## src/rtl/uart_tx_buf.sv

```systemverilog
// UART transmitter with a small transmit FIFO. Words are serialised LSB-first
// on tx_o at Oversample ticks per bit, frames chained back-to-back from the FIFO.
module uart_tx_buf #(
  parameter int DataWidth    = 8,
  parameter int Oversample   = 16,
  parameter int StopBitTicks = 16,
  parameter int ParityEn     = 0,
  parameter int ParityOdd    = 0,
  parameter int FifoDepth    = 4
) (
  input  logic                           clk_i,
  input  logic                           rst_i,
  input  logic                           sample_tick_i,
  input  logic [DataWidth-1:0]           din_i,
  input  logic                           din_valid_i,
  output logic                           din_ready_o,
  output logic [$clog2(FifoDepth):0]     fifo_count_o,
  output logic                           tx_o,
  output logic                           busy_o,
  output logic                           tx_done_tick_o
);

  localparam int PtrW    = $clog2(FifoDepth);
  localparam int CntW    = PtrW + 1;
  localparam int TickMax = (Oversample > StopBitTicks) ? Oversample : StopBitTicks;
  localparam int TickW   = $clog2(TickMax);
  localparam int BitW    = $clog2(DataWidth);

  localparam logic [TickW-1:0] OsLast   = TickW'(Oversample - 1);
  localparam logic [TickW-1:0] StopLast = TickW'(StopBitTicks - 1);
  localparam logic [BitW-1:0]  BitLast  = BitW'(DataWidth - 1);

  localparam logic [2:0] S_IDLE   = 3'd0;
  localparam logic [2:0] S_START  = 3'd1;
  localparam logic [2:0] S_DATA   = 3'd2;
  localparam logic [2:0] S_PARITY = 3'd3;
  localparam logic [2:0] S_STOP   = 3'd4;

  // FIFO
  logic [DataWidth-1:0] mem_q [FifoDepth];
  logic [PtrW-1:0]      wr_ptr_q, rd_ptr_q;
  logic [CntW-1:0]      count_q, count_d;
  logic                 push, load;

  assign din_ready_o  = (count_q < CntW'(FifoDepth));
  assign fifo_count_o = count_q;
  assign push         = din_valid_i && din_ready_o;

  always_ff @(posedge clk_i) begin
    if (push) mem_q[wr_ptr_q] <= din_i;
  end

  always_comb begin
    count_d = count_q;
    if (push && !load)      count_d = count_q + CntW'(1);
    else if (!push && load) count_d = count_q - CntW'(1);
  end

  always_ff @(posedge clk_i or posedge rst_i) begin
    if (rst_i) begin
      wr_ptr_q <= '0;
      rd_ptr_q <= '0;
      count_q  <= '0;
    end else begin
      if (push) wr_ptr_q <= wr_ptr_q + PtrW'(1);
      if (load) rd_ptr_q <= rd_ptr_q + PtrW'(1);
      count_q <= count_d;
    end
  end

  // Transmit FSM
  logic [2:0]           state_q, state_d;
  logic [TickW-1:0]     tick_q, tick_d;
  logic [BitW-1:0]      bit_q, bit_d;
  logic [DataWidth-1:0] shift_q, shift_d;
  logic                 par_q, par_d;
  logic                 line, done, have;
  logic                 tx_q;

  assign have = (count_q != '0);

  always_comb begin
    state_d = state_q;
    tick_d  = tick_q;
    bit_d   = bit_q;
    shift_d = shift_q;
    par_d   = par_q;
    load    = 1'b0;
    done    = 1'b0;
    line    = 1'b1;
    case (state_q)
      S_IDLE: begin
        if (have) load = 1'b1;
      end
      S_START: begin
        line = 1'b0;
        if (sample_tick_i) begin
          if (tick_q == OsLast) begin
            tick_d  = '0;
            bit_d   = '0;
            state_d = S_DATA;
          end else tick_d = tick_q + TickW'(1);
        end
      end
      S_DATA: begin
        line = shift_q[0];
        if (sample_tick_i) begin
          if (tick_q == OsLast) begin
            shift_d = shift_q >> 1;
            tick_d  = '0;
            bit_d   = bit_q + BitW'(1);
            if (bit_q == BitLast) state_d = (ParityEn != 0) ? S_PARITY : S_STOP;
          end else tick_d = tick_q + TickW'(1);
        end
      end
      S_PARITY: begin
        line = par_q;
        if (sample_tick_i) begin
          if (tick_q == OsLast) begin
            tick_d  = '0;
            state_d = S_STOP;
          end else tick_d = tick_q + TickW'(1);
        end
      end
      S_STOP: begin
        if (sample_tick_i) begin
          if (tick_q == StopLast) begin
            done   = 1'b1;
            tick_d = '0;
            // Chain straight into the next start bit when more data is queued
            if (have) load = 1'b1;
            else state_d = S_IDLE;
          end else tick_d = tick_q + TickW'(1);
        end
      end
      default: state_d = S_IDLE;
    endcase
    if (load) begin
      shift_d = mem_q[rd_ptr_q];
      par_d   = (^mem_q[rd_ptr_q]) ^ (ParityOdd != 0);
      tick_d  = '0;
      state_d = S_START;
    end
  end

  always_ff @(posedge clk_i or posedge rst_i) begin
    if (rst_i) begin
      state_q <= S_IDLE;
      tick_q  <= '0;
      bit_q   <= '0;
      shift_q <= '0;
      par_q   <= 1'b0;
      tx_q    <= 1'b1;
    end else begin
      state_q <= state_d;
      tick_q  <= tick_d;
      bit_q   <= bit_d;
      shift_q <= shift_d;
      par_q   <= par_d;
      tx_q    <= line;
    end
  end

  assign tx_o           = tx_q;
  assign busy_o         = (state_q != S_IDLE);
  assign tx_done_tick_o = done;

endmodule

```

## config.mk

```make
export PLATFORM = sky130hd
export DESIGN_NAME = uart_tx_buf
export DESIGN_NICKNAME = d
export VERILOG_FILES = /design/src/rtl/uart_tx_buf.sv
export SDC_FILE = /design/constraint.sdc
export NUM_CORES = 1
export LEC_CHECK = 0
export BUFFER_PORTS_ARGS = -buffer_cell sky130_fd_sc_hd__buf_2
export CAP_MARGIN = 40
export CORE_MARGIN = 4
export CORE_UTILIZATION = 35
export DETAILED_ROUTE_END_ITERATION = 10
export SLEW_MARGIN = 0
export SYNTH_ARGS = -nofsm -noshare
export SYNTH_HDL_FRONTEND = slang
export SYNTH_SLANG_ARGS = --single-unit
export TNS_END_PERCENT = 5
```

## constraint.sdc

```tcl
create_clock -name clk_i -period 3.1 [get_ports clk_i]
set_clock_uncertainty 0.05 [all_clocks]
set_input_delay 0.62 -clock clk_i [delete_from_list [all_inputs] [get_ports clk_i]]
set_output_delay 0.62 -clock clk_i [all_outputs]
set_load 0.05 [all_outputs]
```

# Yosys cells after proc, flatten, opt, wreduce, memory -nomap -nowiden
# Memory sizes are Yosys's and may differ from the RTL's.
# Index checks and enable logic that the tools add are counted.
[totals] reg_bits=27 ramBits=32 input_bits=12 elab_cells=95 n_memories=1
[op_classes] addsub=6 order_cmp=1 eq_ne=21 muxes=37 n_reduce_logical=20
[memory_table] name="mem_q" words=4 word_bits=8 read_ports=1 rd_clocked_by_memory_dff=0 write_ports=1 line_no="40" rtl="logic [DataWidth-1:0] mem_q [FifoDepth];"
[op_table] op="$mux 3" count=17
[op_table] op="$mux 8" count=4
[op_table] op="$ne 3x3->1 const B" count=10
[op_table] op="$mux 4" count=4
[op_table] op="$pmux 3 s5" count=1
[op_table] op="$reduce_bool 2->1" count=6
[op_table] op="$reduce_and 11->1" count=1
[op_table] op="$ne 2x2->1 const B" count=5
[op_table] op="$mux 1" count=8
[op_table] op="$reduce_xor 8->1" count=1
[op_table] op="$add 3x1->3 const B" count=2
[op_table] op="$eq 3x2->1 const B" count=2
[op_table] op="$eq 3x3->1 const B" count=2
[op_table] op="$pmux 3 s2" count=1
[op_table] op="$reduce_bool 3->1" count=2
[op_table] op="$reduce_and 5->1" count=1
[op_table] op="$add 2x1->2 const B" count=2
[op_table] op="$add 4x1->4 const B" count=1
[op_table] op="$eq 4x4->1 const B" count=1
[op_table] op="$reduce_or 4->1" count=1
[op_table] op="$eq 3x1->1 const B" count=1
[op_table] op="$logic_and 1x1->1" count=3
[op_table] op="$logic_not 3->1" count=1
[op_table] op="$lt 3x3->1 const B" count=1
[op_table] op="other kinds (6)" count=7

# Logic depth before layout (Yosys ltp)
# Gate-level depths: netlist of the first run.
[depth] word_depth=8 mapped_depth=11

# Worst setup path after synthesis of the first run
# Ideal clock, no wire load.
[synth_timing] path_kind="register to output" from="register tick_q[0]" to="output port tx_done_tick_o" t_arrival_ns=2.309 required_time_ns=2.430 slack_ns=0.121 path_stages_with_launch=4 cell_sequence="dfrtp_1 ha_1 nand4_4 nor4_1"
[synth_via] elab_chain_cells=4
[synth_rtl] item="start, declared" line_no="73" rtl="logic [TickW-1:0] tick_q, tick_d;"
[synth_rtl] item="start signal, assigned" line_no="156" rtl="tick_q <= tick_d;"
[synth_rtl] item="$eq 4x4->1" line_no="127" rtl="if (tick_q == StopLast) begin"
[synth_rtl] item="$mux 1" line_no="127"
[synth_rtl] item="$mux 1" line_no="126" rtl="if (sample_tick_i) begin"
[synth_rtl] item="$mux 1" line_no="91" rtl="case (state_q)"
[synth_rtl] item="end, declared" line_no="20" rtl="output logic tx_done_tick_o"
# No other way between the ends.

# Worst setup path after layout of the first run
[layout_timing] from="register tick_q[0]" to="register count_q[1], in the netlist fifo_count_o[1]"
[layout_via] elab_chain_cells=7 word_cells_on_any_way=9
[layout_rtl] item="$eq 4x4->1" line_no="127"
[layout_rtl] item="$mux 1" line_no="127"
[layout_rtl] item="$mux 1" line_no="126"
[layout_rtl] item="$pmux 1 s2" line_no="91"
[layout_rtl] item="$logic_not 1->1" line_no="55" rtl="if (push && !load) count_d = count_q + CntW'(1);"
[layout_rtl] item="$logic_and 1x1->1" line_no="55"
[layout_rtl] item="$mux 3" line_no="55"
[layout_rtl] item="named net count_d[1]" line_no="42" rtl="logic [CntW-1:0] count_q, count_d;"
[layout_rtl] item="end signal, assigned" line_no="67" rtl="count_q <= count_d;"
[layout_rtl] item="end, declared" line_no="42"
# The timed path passes the listed nets, and every way through them passes these cells.
# A chain may end at the register's enable or synchronous reset.

==> metrics.md, run 1 <==
| Metric | Value |
|---|---|
| Outcome | `complete, no violations` |
| Area of the mapped netlist | `roughly 0.0027 mm2` |
| Met3 Usage GRT | `under 10%` |
| Clock buffer depth | `2` |
| RSZ-0062 raised after global routing | `no` |
| PortBufs | `18` |
| Vias in the first global route | `between 1,500 and 2,000` |
| Num ports | `19` |
| Overall Global Routing Usage | `11.5%` |
| Worst hold path class | `input pin to asynchronous set/reset pin` |
| Sink Count | `59` |
| CTS clk-pin slew, worst paths | `~70 ps` |
| Most used routing layer | `met2` |
| Final hold violations | `0` |
| Routed wire length | `~4300 um` |
| Starting Density | `36.3%` |
| CP required | `3280 ps` |
| Max transition margin | `60.7%` |
| Die Ht | `between 90 and 100 um` |
| TritonCTS buffer count | `9` |
| WP data arrival | `around 2700 ps` |
| Syn Inst Count | `about 190` |
| CTS tree | `yes` |
| CP Class | `flop to flop` |
| Core Rows | `31` |
| Minimum clock period | `around 2500 ps` |
| Resize count post-CTS | `0` |
| Met1 usage | `14.0%` |
| Critical path capture point | `fifo_count_o[1]$_DFFE_PP0P_` |
| Detailed placement HPWL | `between 2000 and 3000 um` |
| Fmax achieved | `around 0.4 GHz` |
| Die ar. | `roughly 0.0091 mm2` |
| Worst slew pin tran | `roughly 590 ps` |
| Grt total ovfl | `0` |
| Number of flops mapped to enable cells by yosys | `32` |
| Vias per cell | `between 4 and 5` |
| Synth area leader | `edfxtp_1` |
| Hold WS | `around 280 ps` |
| First DRT Iteration DRCs | `86` |
| Nets@finish | `~230` |
| Register area share after synthesis | `61.6%` |
| Net Count, Synth | `between 200 and 250` |
| Reg2Reg Setup Slack | `around 610 ps` |
| DRC | `0` |
| Drt pass-1 iters | `4` |
| Detail Route Antenna Nets | `0` |
| Simple-Gate Fraction of Synth Area | `roughly a tenth` |
| Diodes inserted | `0` |
| Core area | `about 0.0073 mm2` |
| Commonest cells after routing, fill and taps aside | `32 x edfxtp_1, 26 x dfrtp_1, 19 x nand2_1` |
| First-pass GRT wire length | `7600 um` |
| CTS Root Buffer Type | `clkbuf_8` |
| Setup-failing EPs final | `0` |
| Share of cells above drive strength 1 | `between 20% and 30%` |
| DR WL/cell | `about 14 um` |
| Max-slew violation count | `0` |
| Synth unique cells | `38` |
| Synth top area cells | `edfxtp_1 36%, dfrtp_1 24%, mux4_2 6.8%` |
| Synth top area share | `36.1%` |
| Worst r2r dst | `fifo_count_o[1]$_DFFE_PP0P_` |
| Worst-Skew Late Latency | `between 300 and 400 ps` |
| Main combinational cell family by area after synthesis | `simple AND/OR/NAND/NOR gates` |
| GR Util met2 | `roughly 17%` |
| Synth Area in Adders | `4.52%` |
| Worst Path Max Fanout | `9` |
| Final clock period utilization by the worst path | `80.3%` |
| Max-cap violation count | `0` |
| Initial antenna violation count | `0` |
| Synth Warn # | `0` |
| CP endpoint kind | `flop` |
| Cells after DPL | `approximately 300` |
| FFs w/ async S/R, synth | `between 40% and 50%` |
| Vias | `roughly 1,500` |
| Most common cell after layout, fill and taps aside | `edfxtp_1` |
| H-Tree Depth | `3` |
| Critical Path Source Type | `flop` |
| Crit path from | `tick_q[0]$_DFFE_PP0P_` |
| Synth Area in XOR/XNOR | `4.61%` |
| Main synth FF type | `edfxtp_1` |
| # Post-CTS Setup Buffers | `0` |
| Reg2reg start | `tick_q[0]$_DFFE_PP0P_` |
| #FFs+latches synth | `between 50 and 60` |
| Final GP Congestion | `around 0.71` |
| Area growth syn-to-layout | `14.7%` |
| Setup TNS | `0 ps` |
| Post-synthesis mux area share | `9.45%` |
| Mean post-synth cell area | `between 10 and 15 um2` |
| Tot Pwr | `roughly 3.1 mW` |
| FF-to-FF path depth | `8` |
| Final std cells w/o fill | `around 320` |
| Compound-cell area share of the yosys netlist | `between 6 and 7%` |
| Die W | `~95 um` |
| Post-CTS Hold Buffers | `0` |
| Worst IR Drop VDD | `0.375 mV` |
| PD cells | `1000 mW/mm2` |
| Leakage | `around 1.2 nW` |
| Largest net degree at the start of global routing | `28` |
==> through the flow <==
| stage | setup slack (ps) | instance area, um2 | utilization (%) |
|---|---|---|---|
| finish | 610 | 3050 | 41.6 |
| global route | 459 | 3050 | 41.6 |
| CTS | 587 | 3050 | 41.6 |
| detailed placement | 540 | 2830 | 38.6 |
| global placement | 587 | 2830 | 38.6 |
| floorplan | 121 | 2660 | - |
==> worst min-delay path by stage <==
stage                             end  cells past startpoint
3_3_place_gp   shift_q[6]$_DFFE_PP0P_                      2
5_1_grt         tick_q[3]$_DFFE_PP0P_                      3
6_report        tick_q[3]$_DFFE_PP0P_                      3
2_1_floorplan  shift_q[6]$_DFFE_PP0P_                      2
3_5_place_dp   shift_q[6]$_DFFE_PP0P_                      2
4_1_cts         tick_q[0]$_DFFE_PP0P_                      3
==> layer usage <==
layer / vias up / wire length [um]
li1: 730 / -
met1: 725 / 2020
met2: 22 / 2010
met3: 9 / 221
met4: 0 / 74
met5: - / 0
==> area by class of cell <==
class	count	area, um2
clock buffer	10	128
sequential	59	1640
fill	671	4280
multi-input combinational	114	932
timing repair buffer	20	105
tap	99	124
inverter	9	33.8
clock inverter	6	90.1
==> cells in the mapped netlist, types with 2 or more instances <==
cell and n:
o21ai_0 12, or3_1 2, xnor2_1 11, nor3_1 2
a22oi_1 2, nor2_1 9, inv_1 9, mux4_2 8
xor2_1 3, mux2i_1 6, nand2b_1 2, nand2_1 19
clkbuf_1 3, a21oi_1 8, and3_1 3, buf_6 2
ha_1 8, and2_1 4, buf_2 2, dfrtp_1 26
nor4_1 2, edfxtp_1 32
==> state kept, by name, indices dropped and copies added, names as in the netlist <==
signal / flops
bit_q: 3
fifo_count_o: 3
mem_q: 32
par_q: 1
rd_ptr_q: 2
shift_q: 8
state_q: 3
tick_q: 4
tx_o: 1
wr_ptr_q: 2
==> kinds of logic after synthesis <==
family                   after synthesis
flip-flops                            59
AND/OR/NAND/NOR                       48
adder cells (fa/ha/maj)                9
buffers and inverters                 18
multiplexers                          15
AO/OA/AOI/OAI                         28
XOR/XNOR                              14
==> critical path, cell delays in order (launching register included) <==
cell       delay, ps
dfrtp_1          400
ha_1             270
nand4_4          220
a2111oi_4        410
inv_1             80
ha_1             210
inv_1             70
fa_1             400
mux2_2           260
==> report_power, final <==
part           internal (mW)  switching [mW]  leakage [nW]
combinational          0.476           0.557         0.447
sequential              1.05           0.224         0.622
clock                  0.453           0.305         0.106
(Power assumes the default switching activity.)
==> run 2: changes to the inputs <==
--- a/config.mk
+++ b/config.mk
@@ -5,6 +5,7 @@
 export SDC_FILE = /design/constraint.sdc
 export NUM_CORES = 1
 export LEC_CHECK = 0
+export ABC_AREA = 1
 export BUFFER_PORTS_ARGS = -buffer_cell sky130_fd_sc_hd__buf_2
 export CAP_MARGIN = 40
 export CORE_MARGIN = 4
==> constraint.sdc (replaced) <==
create_clock -name clk_i -period 2.55 [get_ports clk_i]
set_clock_uncertainty 0.05 [all_clocks]
set_input_delay 0.51 -clock clk_i [delete_from_list [all_inputs] [get_ports clk_i]]
set_output_delay 0.51 -clock clk_i [all_outputs]
set_load 0.05 [all_outputs]
==> run 2 against run 1 <==
Against the previous run:
- clock power grew 5.0%
- hold slack got worse by 100 ps
- register-to-register slack worse by 320 ps
- highest routed layer unchanged
- critical path type unchanged
==> metrics.md, run 2 <==
| Metric | Value |
|---|---|
| PD cells | `around 1300 mW/mm2` |
| Reg2Reg Setup Slack | `between 200 and 300 ps` |
| DR WL/cell | `12.0 um` |
| Final GP Congestion | `0.761` |
| Number of flops mapped to enable cells by yosys | `32` |
| Post-place instance area | `0.00311 mm2` |
| Top cells by count, synth | `137 x nand2_1, 36 x inv_1, 32 x edfxtp_1` |
| Reg2reg start | `tick_q[0]$_DFFE_PP0P_` |
| Clock buffer depth | `2` |
| Design area | `around 0.0033 mm2` |
| Resize count post-CTS | `0` |
| RSZ-0062 raised after global routing | `no` |
| Multi-input logic area | `0.00105 mm2` |
| WP data arrival | `between 2000 and 2500 ps` |
| PortBufs | `18` |
| Synth Warn # | `0` |
| Worst-Skew Late Latency | `between 300 and 400 ps` |
| Minimum clock period | `around 2300 ps` |
| Core Rows | `32` |
| Share of cells above drive strength 1 | `13.8%` |
| Fin worst setup slack | `roughly 290 ps` |
| Fmax achieved | `roughly 0.44 GHz` |
| CP Class | `flop to flop` |
| Synth top area share | `approximately a third` |
| #FFs+latches synth | `between 50 and 60` |
| Syn Inst Count | `between 300 and 400` |
| # Post-CTS Setup Buffers | `0` |
| WP depth | `12` |
| Synth unique cells | `24` |
| Max transition margin | `67.2%` |
| Die ar. | `just under 0.01 mm2` |
| Synth area leader | `edfxtp_1` |
| Tot Pwr | `about 4.1 mW` |
| Outcome | `complete, no violations` |
| FF-to-FF path depth | `12` |
| Synth top area cells | `edfxtp_1 33%, dfrtp_1 23%, nand2_1 18%` |
| Worst slew pin tran | `roughly 490 ps` |
| Vias | `just over 2,000` |
| Delay-heaviest family, CP | `adder cells` |
| Starting Density | `between 30% and 40%` |
| Largest regs | `mem_q (32), shift_q (8), tick_q (4)` |
| CTS clk-pin slew, worst paths | `around 70 ps` |
| Detailed placement HPWL | `~3800 um` |
| FFs w/ async S/R, synth | `~46%` |
| Commonest cells after routing, fill and taps aside | `137 x nand2_1, 35 x inv_1, 32 x edfxtp_1` |
| Grt total ovfl | `0` |
| Max-slew violation count | `0` |
| FILL cells | `791` |
| Leakage | `roughly 1.6 nW` |
| Crit-path cells | `ha_1 -> nand2_1 -> nor2_1 -> nand2_1 -> a21oi_4 -> inv_2 -> ha_1 -> inv_1 -> fa_1 -> a21oi_1 -> o21ai_0 -> xor2_1` |
| Core area | `roughly 0.0078 mm2` |
| Main synth FF type | `edfxtp_1` |
| Vias per cell | `about 4.5` |
| CP endpoint kind | `flop` |
| Worst IR Drop VDD | `about 0.40 mV` |
| Max incr delay on CP | `between 300 and 400 ps` |
| Worst Path Buf+Inv | `2` |
| Most frequent cell after synthesis | `nand2_1` |
| CTS Root Buffer Type | `clkbuf_8` |
| Post-CTS Hold Buffers | `0` |
| Worst Path Max Fanout | `7` |
| Worst hold path class | `input pin to asynchronous set/reset pin` |
| Net Count, Synth | `341` |
| Setup-failing EPs final | `0` |
| Post-Place Worst Slack | `between 200 and 300 ps` |
| Die Ht | `about 99 um` |
| Nets@finish | `approximately 370` |
| Overall Global Routing Usage | `between 10 and 15%` |
| First DRT Iteration DRCs | `74` |
| Vias in the first global route | `2,025` |
| Num ports | `19` |
| Register area share after synthesis | `56.9%` |
| Area growth syn-to-layout | `14.6%` |
| Max-cap violation count | `0` |
| Worst r2r dst | `fifo_count_o[2]$_DFFE_PP0P_` |
| Register area | `approximately 0.0016 mm2` |
| Critical path capture point | `fifo_count_o[2]$_DFFE_PP0P_` |
| Largest net degree at the start of global routing | `28` |
| H-Tree Depth | `3` |
| Most common cell after layout, fill and taps aside | `nand2_1` |
| CTS tree | `yes` |
| Largest register FFs | `32` |
| Critical Path Source Type | `flop` |
| Diodes inserted | `0` |
| Die W | `between 90 and 100 um` |
| Area of the mapped netlist | `0.00288 mm2` |
| Crit path from | `tick_q[0]$_DFFE_PP0P_` |
| CP max stage cell | `dfrtp_1` |
| Routed wire length | `~5500 um` |
| Sink Count | `between 50 and 60` |
| DRC | `0` |
| Drt pass-1 iters | `4` |
| First-pass GRT wire length | `about 9400 um` |
| Setup TNS | `0 ps` |
| CP required | `roughly 2700 ps` |
| Detail Route Antenna Nets | `0` |
| Initial antenna violation count | `0` |
| TritonCTS buffer count | `9` |
| Final clock period utilization by the worst path | `slightly below 90%` |
| Final hold violations | `0` |
| Largest register by flop count | `mem_q` |
| Mean post-synth cell area | `9.00 um2` |
[run 2: cells by family after synthesis]
kind of cell    share of synthesized area, %
simple gates                            23.9
flops                                   56.9
buf+inv                                 6.69
compound gates                          5.78
fa+ha+maj                               4.17
xor+xnor                                2.13
mux                                    0.391
[run 2: how the worst min path moves through the flow]
stage,slack [ps],depth (start not counted),to,start
2_1_floorplan,400,2,par_q$_DFFE_PP0N_,par_q$_DFFE_PP0N_
5_1_grt,210,3,fifo_count_o[1]$_DFFE_PP0P_,rst_i
3_3_place_gp,430,2,bit_q[1]$_DFFE_PP0P_,bit_q[1]$_DFFE_PP0P_
4_1_cts,170,3,wr_ptr_q[0]$_DFFE_PP0P_,rst_i
3_5_place_dp,440,2,bit_q[2]$_DFFE_PP0P_,bit_q[2]$_DFFE_PP0P_
6_report,180,3,wr_ptr_q[1]$_DFFE_PP0P_,rst_i
[run 2: cell type report]
cell class | count | area share [%]
tap | 102 | 3.87
sequential | 59 | 49.7
clock buffer | 12 | 5.04
clock inverter | 4 | 0.645
timing repair buffer | 26 | 4.55
inverter | 38 | 4.44
multi-input combinational | 216 | 31.8
[run 2: per-stage QoR]
stage               utilization, %  hold WS (ps)  instances
finish                        42.0           178        457
global route                  42.0           215        457
CTS                           42.0           175        457
detailed placement            39.7           436        441
global placement              39.7           428        441
floorplan                        -           399        320
[run 2: worst reg2reg max path, stage by stage (launching register included)]
cell,delay [ps]
dfrtp_1,390
ha_1,210
nand2_1,70
nor2_1,50
nand2_1,150
a21oi_4,80
inv_2,130
ha_1,160
inv_1,60
fa_1,370
a21oi_1,140
o21ai_0,110
xor2_1,150
[run 2: metal layers]
layer | vias up | wire length [um] | GRT usage, %
met1 | 953 | 2690 | 16.0
li1 | 1087 | - | -
met5 | - | 0 | 0
met2 | 25 | 2460 | 18.6
met4 | 0 | 142 | 6.20
met3 | 9 | 179 | 3.18
[run 2: power breakdown]
group	internal [mW]	leakage [nW]	total (mW)	switching [mW]
logic	0.621	0.830	1.91	1.29
clock network	0.434	0.102	0.797	0.363
registers	1.28	0.628	1.43	0.144
==> run 3: changes to the inputs <==
--- a/config.mk
+++ b/config.mk
@@ -8,8 +8,9 @@
 export ABC_AREA = 1
 export BUFFER_PORTS_ARGS = -buffer_cell sky130_fd_sc_hd__buf_2
 export CAP_MARGIN = 40
+export CORE_ASPECT_RATIO = 1.5
 export CORE_MARGIN = 4
-export CORE_UTILIZATION = 35
+export CORE_UTILIZATION = 33
 export DETAILED_ROUTE_END_ITERATION = 10
 export SLEW_MARGIN = 0
 export SYNTH_ARGS = -nofsm -noshare
==> run 3 against run 2 <==
Against the previous run:
- cell area grew 3.8%
- critical path depth decreased by 2
- power increased by 9.6%
- critical path type unchanged
- largest cell class unchanged
- largest power group unchanged
==> metrics.md, run 3 (synthesis results as in run 2) <==
| Metric | Value |
|---|---|
| Max-cap violation count | `0` |
| RSZ-0062 raised after global routing | `no` |
| Final hold violations | `0` |
| Final clock period utilization by the worst path | `about nine tenths` |
| Grt total ovfl | `0` |
| Post-CTS Hold Buffers | `0` |
| Die Ht | `around 120 um` |
| Routed wire length | `5360 um` |
| FILL cells | `841` |
| Leakage | `approximately 1.6 nW` |
| CTS tree | `yes` |
| CP endpoint kind | `flop` |
| Vias in the first global route | `between 2,000 and 2,500` |
| Register area | `roughly 0.0016 mm2` |
| First DRT Iteration DRCs | `94` |
| Worst Path Max Fanout | `7` |
| Met1 usage | `12.6%` |
| CP Class | `flop to flop` |
| Resize count post-CTS | `0` |
| First-pass GRT wire length | `about 9500 um` |
| Commonest cells after routing, fill and taps aside | `137 x nand2_1, 35 x inv_1, 32 x edfxtp_1` |
| Largest register by flop count | `mem_q` |
| DR WL/cell | `approximately 12 um` |
| CP required | `~2700 ps` |
| FF-to-FF path depth | `10` |
| PortBufs | `18` |
| Clock buffer depth | `2` |
| Starting Density | `about 34%` |
| Reg2reg start | `tick_q[1]$_DFFE_PP0P_` |
| Detailed placement HPWL | `~3900 um` |
| Die ar. | `between 0.01 and 0.015 mm2` |
| Core area | `0.00846 mm2` |
| Most used routing layer | `met2` |
| Detail Route Antenna Nets | `0` |
| Tot Pwr | `approximately 4.5 mW` |
| CTS Root Buffer Type | `clkbuf_16` |
| Fmax achieved | `0.445 GHz` |
| Outcome | `complete, no violations` |
| Multi-input logic area | `0.00105 mm2` |
| Max-slew violation count | `0` |
| Setup-failing EPs final | `0` |
| Reg2Reg Setup Slack | `300 ps` |
| Sink Count | `59` |
| Worst IR Drop VDD | `0.457 mV` |
| H-Tree Depth | `3` |
| Largest net degree at the start of global routing | `28` |
| Drt pass-1 iters | `4` |
| Setup TNS | `0 ps` |
| # Post-CTS Setup Buffers | `0` |
| Core Rows | `41` |
| Area growth syn-to-layout | `19.0%` |
| Final GP Congestion | `~0.75` |
| Critical Path Source Type | `flop` |
| Diodes inserted | `0` |
| Initial antenna violation count | `0` |
| Num ports | `19` |
| TritonCTS buffer count | `9` |
| Nets@finish | `371` |
| Vias per cell | `roughly 4.5` |
| Worst-Skew Late Latency | `330 ps` |
| Minimum clock period | `roughly 2200 ps` |
| Die W | `about 84 um` |
| Worst hold path class | `input pin to asynchronous set/reset pin` |
| Most common cell after layout, fill and taps aside | `nand2_1` |
| PD cells | `1320 mW/mm2` |
| Worst slew pin tran | `472 ps` |
| Worst r2r dst | `fifo_count_o[1]$_DFFE_PP0P_` |
| DRC | `0` |
| Met3 Usage GRT | `a little over 3%` |
| CTS clk-pin slew, worst paths | `approximately 50 ps` |
| GR Util met2 | `between 20% and 30%` |
| Share of cells above drive strength 1 | `between 10 and 15%` |
| Vias | `2,097` |
| Largest regs | `mem_q (32), shift_q (8), tick_q (4)` |
| Largest register FFs | `32` |
| WP data arrival | `around 2400 ps` |
| Overall Global Routing Usage | `12.0%` |
| Max transition margin | `68.5%` |
run 3: cell count changes in the layout (fill, tap and decap cells not counted), sizes merged:
cell    before  now
clkinv       3    2
clkbuf      12   13
run 3: area by class of cell:
class | instances | area share (%)
multi-input combinational | 216 | 30.6
inverter | 38 | 4.27
clock buffer | 13 | 8.51
clock inverter | 3 | 0.475
timing repair buffer | 26 | 4.38
tap | 107 | 3.91
sequential | 59 | 47.8
run 3: per-layer routing:
metal,part of all wire (%),routed length [um]
met1,42,2240
met2,52,2780
met3,2.6,141
met4,3.7,201
met5,0,0
run 3: metrics by stage:
stage | cells | util (%) | cell area, um2 | hold WS [ps] | worst slack, ps
2_1_floorplan | 320 | - | 2880 | 399 | 94.4
3_3_place_gp | 446 | 36.8 | 3120 | 418 | 351
3_5_place_dp | 446 | 36.8 | 3120 | 421 | 284
4_1_cts | 462 | 40.5 | 3430 | 189 | 282
5_1_grt | 462 | 40.5 | 3430 | 222 | 111
6_report | 462 | 40.5 | 3430 | 186 | 302
run 3: critical path, stage by stage, from the launching register on:
cell,delay (ps)
dfrtp_1,370
ha_1,170
nand2_1,60
nor2_1,120
nand2_1,150
a21oi_4,160
inv_2,90
ha_1,180
inv_1,90
fa_1,420
mux2_2,270
run 3: worst max path at each step:
| stage | endpoint | start | cells after the start |
|---|---|---|---|
| after global routing | fifo_count_o[1]$_DFFE_PP0P_ | tick_q[1]$_DFFE_PP0P_ | 10 |
| after global placement | fifo_count_o[2]$_DFFE_PP0P_ | tick_q[0]$_DFFE_PP0P_ | 12 |
| final | fifo_count_o[1]$_DFFE_PP0P_ | tick_q[1]$_DFFE_PP0P_ | 10 |
| after CTS | fifo_count_o[1]$_DFFE_PP0P_ | tick_q[0]$_DFFE_PP0P_ | 10 |
| after floorplan | fifo_count_o[1]$_DFFE_PP0P_ | fifo_count_o[2]$_DFFE_PP0P_ | 9 |
| after detailed placement | fifo_count_o[1]$_DFFE_PP0P_ | tick_q[0]$_DFFE_PP0P_ | 10 |
run 3: power breakdown:
group | total [mW] | internal [mW] | switching (mW)
registers | 1.43 | 1.28 | 0.146
clock network | 1.20 | 0.792 | 0.411
logic | 1.89 | 0.624 | 1.27
total | 4.53 | 2.70 | 1.83
